[src/rtl/id_stage_pipe.sv]
// ---------------------------------------------------------------------------
// id_stage_pipe
// Registered RV32I decode stage that sits between instruction fetch and the
// ID/EX path. It does the following for each instruction:
//   - classifies the opcode and builds the sign-extended immediate;
//   - reads rs1/rs2 from the register file;
//   - forwards results from the EX and MEM stages;
//   - stalls on load-use hazards.
// Decoded instructions are held in a two-entry output buffer (head + skid).
// Because of the skid register, in_ready is never a combinational function
// of out_ready.
//
// Ports
//   clk, rst                  clock; asynchronous active-low reset
//   flush                     synchronous pipeline flush (branch redirect)
//   in_valid/in_ready         upstream handshake for pc_i/inst_i
//   reg1_*/reg2_*             register file read ports (combinational)
//   ex_*, mem_*               writeback info used for forwarding and hazards
//   out_valid/out_ready       downstream handshake for the head entry
//   pc_o .. illegal_o         registered fields of the head entry
// ---------------------------------------------------------------------------
module id_stage_pipe #(
    parameter int XLEN   = 32,
    parameter int REG_AW = 5,
    parameter int FWD_EN = 1
) (
    input  logic              clk,
    input  logic              rst,
    input  logic              flush,
    input  logic              in_valid,
    output logic              in_ready,
    input  logic [XLEN-1:0]   pc_i,
    input  logic [31:0]       inst_i,
    output logic              reg1_read_o,
    output logic [REG_AW-1:0] reg1_addr_o,
    input  logic [XLEN-1:0]   reg1_data_i,
    output logic              reg2_read_o,
    output logic [REG_AW-1:0] reg2_addr_o,
    input  logic [XLEN-1:0]   reg2_data_i,
    input  logic              ex_wreg,
    input  logic [REG_AW-1:0] ex_wd,
    input  logic [XLEN-1:0]   ex_wdata,
    input  logic              ex_is_load,
    input  logic              mem_wreg,
    input  logic [REG_AW-1:0] mem_wd,
    input  logic [XLEN-1:0]   mem_wdata,
    output logic              out_valid,
    input  logic              out_ready,
    output logic [XLEN-1:0]   pc_o,
    output logic [6:0]        aluop_o,
    output logic [2:0]        alufunct3_o,
    output logic [6:0]        alufunct7_o,
    output logic [XLEN-1:0]   reg1_o,
    output logic [XLEN-1:0]   reg2_o,
    output logic [XLEN-1:0]   imm_o,
    output logic [REG_AW-1:0] wd_o,
    output logic              wreg_o,
    output logic              illegal_o
);

    localparam logic       FWD_ON    = (FWD_EN != 0);
    localparam logic [6:0] OP_R      = 7'b0110011;
    localparam logic [6:0] OP_IMM    = 7'b0010011;
    localparam logic [6:0] OP_LOAD   = 7'b0000011;
    localparam logic [6:0] OP_JALR   = 7'b1100111;
    localparam logic [6:0] OP_STORE  = 7'b0100011;
    localparam logic [6:0] OP_BRANCH = 7'b1100011;
    localparam logic [6:0] OP_LUI    = 7'b0110111;
    localparam logic [6:0] OP_AUIPC  = 7'b0010111;
    localparam logic [6:0] OP_JAL    = 7'b1101111;

    typedef struct packed {
        logic [XLEN-1:0]   pc;
        logic [6:0]        aluop;
        logic [2:0]        funct3;
        logic [6:0]        funct7;
        logic [XLEN-1:0]   reg1;
        logic [XLEN-1:0]   reg2;
        logic [XLEN-1:0]   imm;
        logic [REG_AW-1:0] wd;
        logic              wreg;
        logic              illegal;
    } entry_t;

    typedef enum logic [1:0] {EMPTY, ONE, TWO} state_t;

    state_t            state;
    entry_t            head;
    entry_t            skid;
    entry_t            dec;
    logic [6:0]        opcode;
    logic [REG_AW-1:0] rs1;
    logic [REG_AW-1:0] rs2;
    logic [REG_AW-1:0] rd;
    logic              is_r, is_i, is_s, is_b, is_u, is_j;
    logic [31:0]       imm32;
    logic [XLEN-1:0]   src1;
    logic [XLEN-1:0]   src2;
    logic              hazard;
    logic              capture;
    logic              consume;

    assign opcode = inst_i[6:0];
    assign rs1    = REG_AW'(inst_i[19:15]);
    assign rs2    = REG_AW'(inst_i[24:20]);
    assign rd     = REG_AW'(inst_i[11:7]);

    assign is_r = (opcode == OP_R);
    assign is_i = (opcode == OP_IMM) || (opcode == OP_LOAD) || (opcode == OP_JALR);
    assign is_s = (opcode == OP_STORE);
    assign is_b = (opcode == OP_BRANCH);
    assign is_u = (opcode == OP_LUI) || (opcode == OP_AUIPC);
    assign is_j = (opcode == OP_JAL);

    // Regfile ports are only exercised for a presented instruction whose
    // format actually uses the operand.
    assign reg1_read_o = in_valid && (is_r || is_i || is_s || is_b);
    assign reg2_read_o = in_valid && (is_r || is_s || is_b);
    assign reg1_addr_o = in_valid ? rs1 : '0;
    assign reg2_addr_o = in_valid ? rs2 : '0;

    // 32-bit immediate per format; unrecognised opcodes and R-type give 0.
    always_comb begin
        imm32 = '0;
        if (is_i)
            imm32 = {{20{inst_i[31]}}, inst_i[31:20]};
        else if (is_s)
            imm32 = {{20{inst_i[31]}}, inst_i[31:25], inst_i[11:7]};
        else if (is_b)
            imm32 = {{19{inst_i[31]}}, inst_i[31], inst_i[7], inst_i[30:25], inst_i[11:8], 1'b0};
        else if (is_u)
            imm32 = {inst_i[31:12], 12'b0};
        else if (is_j)
            imm32 = {{11{inst_i[31]}}, inst_i[31], inst_i[19:12], inst_i[20], inst_i[30:21], 1'b0};
    end

    // Operand source selection. x0 always reads 0. EX beats MEM because it
    // is the younger result. A load in EX has no data yet, so it is never
    // forwarded; that case is covered by the stall below.
    always_comb begin
        src1 = reg1_data_i;
        if (rs1 == '0)
            src1 = '0;
        else if (FWD_ON && ex_wreg && (ex_wd == rs1) && !ex_is_load)
            src1 = ex_wdata;
        else if (FWD_ON && mem_wreg && (mem_wd == rs1))
            src1 = mem_wdata;

        src2 = reg2_data_i;
        if (rs2 == '0)
            src2 = '0;
        else if (FWD_ON && ex_wreg && (ex_wd == rs2) && !ex_is_load)
            src2 = ex_wdata;
        else if (FWD_ON && mem_wreg && (mem_wd == rs2))
            src2 = mem_wdata;
    end

    // Build the entry that would be captured this cycle.
    always_comb begin
        dec         = '0;
        dec.pc      = pc_i;
        dec.aluop   = opcode;
        dec.funct3  = inst_i[14:12];
        dec.funct7  = inst_i[31:25];
        dec.imm     = XLEN'($signed(imm32));
        dec.wd      = rd;
        dec.wreg    = (is_r || is_i || is_u || is_j) && (rd != '0);
        dec.illegal = !(is_r || is_i || is_s || is_b || is_u || is_j);
        if (reg1_read_o)
            dec.reg1 = src1;
        else if ((opcode == OP_AUIPC) || is_j)
            dec.reg1 = pc_i;
        dec.reg2 = reg2_read_o ? src2 : dec.imm;
    end

    // Stall when a needed source is a load still in EX. Without forwarding,
    // any pending EX/MEM write to a source must drain to the regfile first.
    always_comb begin
        hazard = 1'b0;
        if (ex_wreg && ex_is_load && (ex_wd != '0)) begin
            if ((reg1_read_o && (rs1 == ex_wd)) || (reg2_read_o && (rs2 == ex_wd)))
                hazard = 1'b1;
        end
        if (!FWD_ON) begin
            if (reg1_read_o && (rs1 != '0) &&
                ((ex_wreg && (ex_wd == rs1)) || (mem_wreg && (mem_wd == rs1))))
                hazard = 1'b1;
            if (reg2_read_o && (rs2 != '0) &&
                ((ex_wreg && (ex_wd == rs2)) || (mem_wreg && (mem_wd == rs2))))
                hazard = 1'b1;
        end
        hazard = hazard && in_valid;
    end

    assign in_ready  = (state != TWO) && !hazard && !flush;
    assign capture   = in_valid && in_ready;
    assign out_valid = (state != EMPTY);
    assign consume   = out_valid && out_ready;

    // Head/skid buffer. The head always holds the older entry, and the
    // registers are only written on a handshake, so the outputs stay stable
    // while the consumer stalls. Flush discards both entries.
    always_ff @(posedge clk or negedge rst) begin
        if (!rst) begin
            state <= EMPTY;
            head  <= '0;
            skid  <= '0;
        end else if (flush) begin
            state <= EMPTY;
        end else begin
            case (state)
                EMPTY: begin
                    if (capture) begin
                        head  <= dec;
                        state <= ONE;
                    end
                end
                ONE: begin
                    if (capture && consume) begin
                        head <= dec;
                    end else if (capture) begin
                        skid  <= dec;
                        state <= TWO;
                    end else if (consume) begin
                        state <= EMPTY;
                    end
                end
                TWO: begin
                    if (consume) begin
                        head  <= skid;
                        state <= ONE;
                    end
                end
                default: state <= EMPTY;
            endcase
        end
    end

    assign pc_o        = head.pc;
    assign aluop_o     = head.aluop;
    assign alufunct3_o = head.funct3;
    assign alufunct7_o = head.funct7;
    assign reg1_o      = head.reg1;
    assign reg2_o      = head.reg2;
    assign imm_o       = head.imm;
    assign wd_o        = head.wd;
    assign wreg_o      = head.wreg;
    assign illegal_o   = head.illegal;

endmodule

[config.mk]
export PLATFORM = sky130hd
export DESIGN_NAME = id_stage_pipe
export DESIGN_NICKNAME = d
export VERILOG_FILES = /design/src/rtl/id_stage_pipe.sv
export SDC_FILE = /design/constraint.sdc
export NUM_CORES = 1
export LEC_CHECK = 0
export CAP_MARGIN = 20
export CELL_PAD_IN_SITES_DETAIL_PLACEMENT = 0
export CELL_PAD_IN_SITES_GLOBAL_PLACEMENT = 2
export CORE_UTILIZATION = 42
export DETAILED_ROUTE_END_ITERATION = 6
export DONT_BUFFER_PORTS = 1
export GPL_TIMING_DRIVEN = 0
export PLACE_DENSITY_LB_ADDON = 0.1
export RECOVER_POWER = 100
export SYNTH_ARGS = -nofsm -noshare
export SYNTH_HDL_FRONTEND = slang
export SYNTH_SLANG_ARGS = --single-unit
[constraint.sdc]
create_clock -name clk -period 3.6 [get_ports clk]
set_input_delay 0.54 -clock clk [delete_from_list [all_inputs] [get_ports clk]]
set_output_delay 0.54 -clock clk [all_outputs]
set_load 0.01 [all_outputs]
==> metrics.log <==
[metrics] Clock Tree Root: clkbuf_16
[metrics] overall die width: roughly 200 um
[metrics] Pre-antenna DRT Iters: 5
[metrics] IO buf count: 0
[metrics] Reg2Reg Setup Slack: around 0.17 ns
[metrics] residual DRC count: 0
[metrics] layout-stage area growth over the synthesis result: 9.85%
[metrics] net count after synthesis: 1,971
[metrics] worst path required time: ~4.0 ns
[metrics] placed cell count: about 2,300
[metrics] gate count of the mapped netlist: roughly 1,800
[metrics] top sig layer: met5
[metrics] FFs w/ async S/R, synth: between 90% and 100%
[metrics] non-filler instance count after layout: between 2,000 and 2,500
[metrics] reg2reg path depth: 7
[metrics] post-layout minimum cycle time: 3.51 ns
[metrics] routed metal-1 wirelength: 29.4 mm
[metrics] Max Cap Violations: 0
[metrics] boundary pin count: 376
[metrics] number of vias per cell: around 6.3
[metrics] later-pin clock latency in the skew report: 0.56 ns
[metrics] upper clock frequency limit: ~290 MHz
[metrics] launch point of the worst path: inst_i[20]
[metrics] status: finished, violations left
[metrics] unique cell type count in the Yosys netlist: 64
[metrics] FF-to-FF Start: state[1]
[metrics] sort of element at the start of the critical path: input pin
[metrics] DR WL met3: between 7 and 8 mm
[metrics] final clock skew: between 0.02 and 0.025 ns
[metrics] violated checks: hold timing
[metrics] Synth Register Bits: about 300
[metrics] average routed wire per standard cell: between 20 and 30 um
[metrics] wire length of the first global-routing pass: between 100 and 150 mm
[metrics] Detail Route Antenna Nets: 0
[metrics] number of buffers added by the clock tree synthesis step: 36
[metrics] total core area: about 40,000 um^2
[metrics] gpl congestion: 0.952
[metrics] total number of yosys warnings: 0
[metrics] Post-synth EDFFs: 0
[metrics] total power after layout: between 9 and 10 mW
[metrics] worst min-delay path category: in2async
[metrics] number of antenna violations at the first check in global routing: 26
[metrics] Std-Cell Rows: slightly above 70
[metrics] core utilization of the finished layout: 47.3%
[metrics] CP Data Arrival Time: around 4 ns
[metrics] Crit Path Category: in2reg
[metrics] Die Span Y: between 200 and 250 um
[metrics] number of levels the H-tree was split into: 2
[metrics] Clk pwr share: about 39%
[metrics] Int Pwr: around 7 mW
[metrics] WHS: -0.331 ns
[metrics] Final TNS setup: 0 ns
[metrics] clk slew on worst S/H paths: approximately 0.06 ns
[metrics] hpwl dp: approximately 54 mm
[metrics] TritonCTS clock tree: yes
[metrics] number of inserted filler cells in the final layout: between 3,000 and 4,000
[metrics] fraction of the cycle the final worst path needs: a little over nine tenths
[metrics] final hold viol count: 306
[metrics] clock sink total: 306
[metrics] total number of vias: approximately 15,000
[metrics] most frequently used flop master after synthesis: dfrtp_1
[metrics] Logic pwr share: roughly 13%
[metrics] Net Switching: ~2.7 mW
[metrics] number of buffers between clock root and the deepest sink: 3
[metrics] Final Max Tran Viols: 0
[metrics] initial core utilization: between 40% and 50%
[metrics] final net count: between 2,000 and 2,500
[metrics] Max rail drop VDD: around 280 uV
[metrics] Post-Synthesis Cell Area: 16,800 um^2
[metrics] Leak Pwr: around 7.6 nW
[metrics] endpoint kind of the worst setup timing path: flop
[metrics] post-layout instance area: roughly 18,000 um^2
[metrics] footprint of the multi-input gates: about 7900 um^2
[metrics] Post-Syn Area per Cell: about 9.5 um^2
[metrics] crit path max fanout: 10
[metrics] power density relative to cell area: between 500 and 600 nW/um^2
[metrics] vias in the first global route: ~15,000
[metrics] cell area after placement: roughly 17,000 um^2
[metrics] sequential cell area: 7660 um^2
[metrics] share of cells above drive strength 1: under 10%
[metrics] Die Footprint: around 40,000 um^2
[metrics] final setup vio count: 0
[metrics] destination of the worst register-to-register timing path: alufunct7_o[6]
[metrics] total congestion overflow after global routing: 0
[metrics] routed length on met2: between 30 and 40 mm
[metrics] starting DRC count in detailed routing: 1,464
[metrics] slew at the pin with the worst max-slew slack: ~1.2 ns
[metrics] share of total power consumed by net switching: between 20 and 30%
[metrics] unrepaired setup endpoints after global routing: no
[metrics] post-CTS setup buffers: 0
[metrics] pin count of the biggest net entering global routing: 307
[metrics] all-layer global routing usage: 34.2%
[metrics] Flop pwr share: a little under half
[metrics] sequential area share after synthesis: between 40% and 50%
[metrics] Detailed Route WL: a little over 70 mm
[metrics] remaining max-slew budget at the tightest pin: 21.6%
## layout make-up
| class | count | area share, % |
|---|---|---|
| multi-input combinational | 1213 | 43.0 |
| sequential | 306 | 41.5 |
| clock buffer | 53 | 5.67 |
| buffer | 170 | 3.76 |
| tap | 518 | 3.51 |
| inverter | 72 | 1.46 |
| clock inverter | 10 | 0.780 |
| antenna | 25 | 0.339 |
| timing repair buffer | 1 | 0.0203 |
## placed cells by master, fill, tap and decap left out, drive strengths merged, types with 11 or more instances in the layout
cell,n
o32a,22
diode,25
a221o,13
o22ai,26
a22oi,14
buf,17
a311oi,26
and3,16
a21oi,188
nor3,63
nor4,11
a21o,25
nand3,41
mux2,113
inv,73
a22o,12
xnor2,18
a31oi,111
and2,27
nand4,28
nor2,74
clkbuf,207
mux2i,55
nand2,165
o21ai,81
dfrtp,306
## how the worst max path moves through the flow
stage                endpoint  cells after the start
2_1_floorplan        in_ready                      7
3_3_place_gp        skid[105]                      8
3_5_place_dp        skid[106]                      8
4_1_cts              in_ready                      7
5_1_grt        alufunct7_o[6]                      7
6_report             skid[30]                     10
## cells in the mapped netlist (26+ instances only)
cell	instances	share of area, %
a31oi_1	105	3.9
a21oi_1	188	5.6
nand4_1	27	1.0
nor3_1	62	1.8
nand2_1	165	3.7
nand3_1	41	1.2
mux2i_1	55	3.3
mux2_4	46	4.1
nor2_1	73	1.6
o22ai_1	26	0.97
dfrtp_1	306	46
and2_1	27	1.0
inv_1	72	1.6
o21ai_0	77	2.3
mux2_2	67	4.5
a311oi_1	26	1.4
clkbuf_1	124	2.8
## state kept, by name, indices dropped and copies added (netlist names), 2 cells and up
name / cells
skid: 152
aluop_o: 7
reg1_o: 32
pc_o: 32
imm_o: 32
state: 2
wd_o: 5
alufunct7_o: 7
reg2_o: 32
alufunct3_o: 3
## stage by stage
step           hold slack (ns)  setup WS (ns)
6_report                -0.331         0.0934
3_3_place_gp             0.250         -0.390
3_5_place_dp             0.252         -0.392
4_1_cts                 -0.348         0.0420
5_1_grt                 -0.356         0.0652
2_1_floorplan            0.244          0.989
## power by group through the flow
stage	Sequential [mW]	Clock [mW]	Combinational [mW]
detailed placement	4.66	0	1.27
global route	4.69	3.97	1.38
finish	4.61	3.78	1.25
CTS	4.60	3.83	1.28
floorplan	4.52	0	1.01
global placement	4.63	0	1.23
## cells by family after synthesis
| group | after synthesis | synth area share (%) |
|---|---|---|
| xor gates and xnor gates | 20 | 1.04 |
| muxes | 168 | 11.9 |
| and+or+nand+nor | 447 | 12.6 |
| AOI/OAI and AO/OA | 578 | 22.5 |
| buffers and inverters | 242 | 6.38 |
| DFF | 306 | 45.6 |
## metal layers
layer	vias up	global-route usage, %
met3	121	11.2
met5	-	0
li1	6601	-
met1	7516	45.4
met2	700	52.1
met4	12	12.1
## worst max-delay path, cell delays in order
cell and delay [ns]:
clkbuf_1 0.58, xnor2_1 0.14, nand3_1 0.33, nor3_2 0.11
o21ai_2 0.33, and2_1 0.18, clkbuf_1 0.50, clkbuf_1 0.66
clkbuf_2 0.37, a31oi_1 0.14
## repair_timing
action / 4_1_cts / 5_1_grt
resized for setup: 1 / 4
pin swaps: 1 / 1
setup endpoints to repair: 1 / 1
endpoints found under the hold margin: 306 / 306
cloned: 0 / 0
Power figures use the tool's default switching activity.
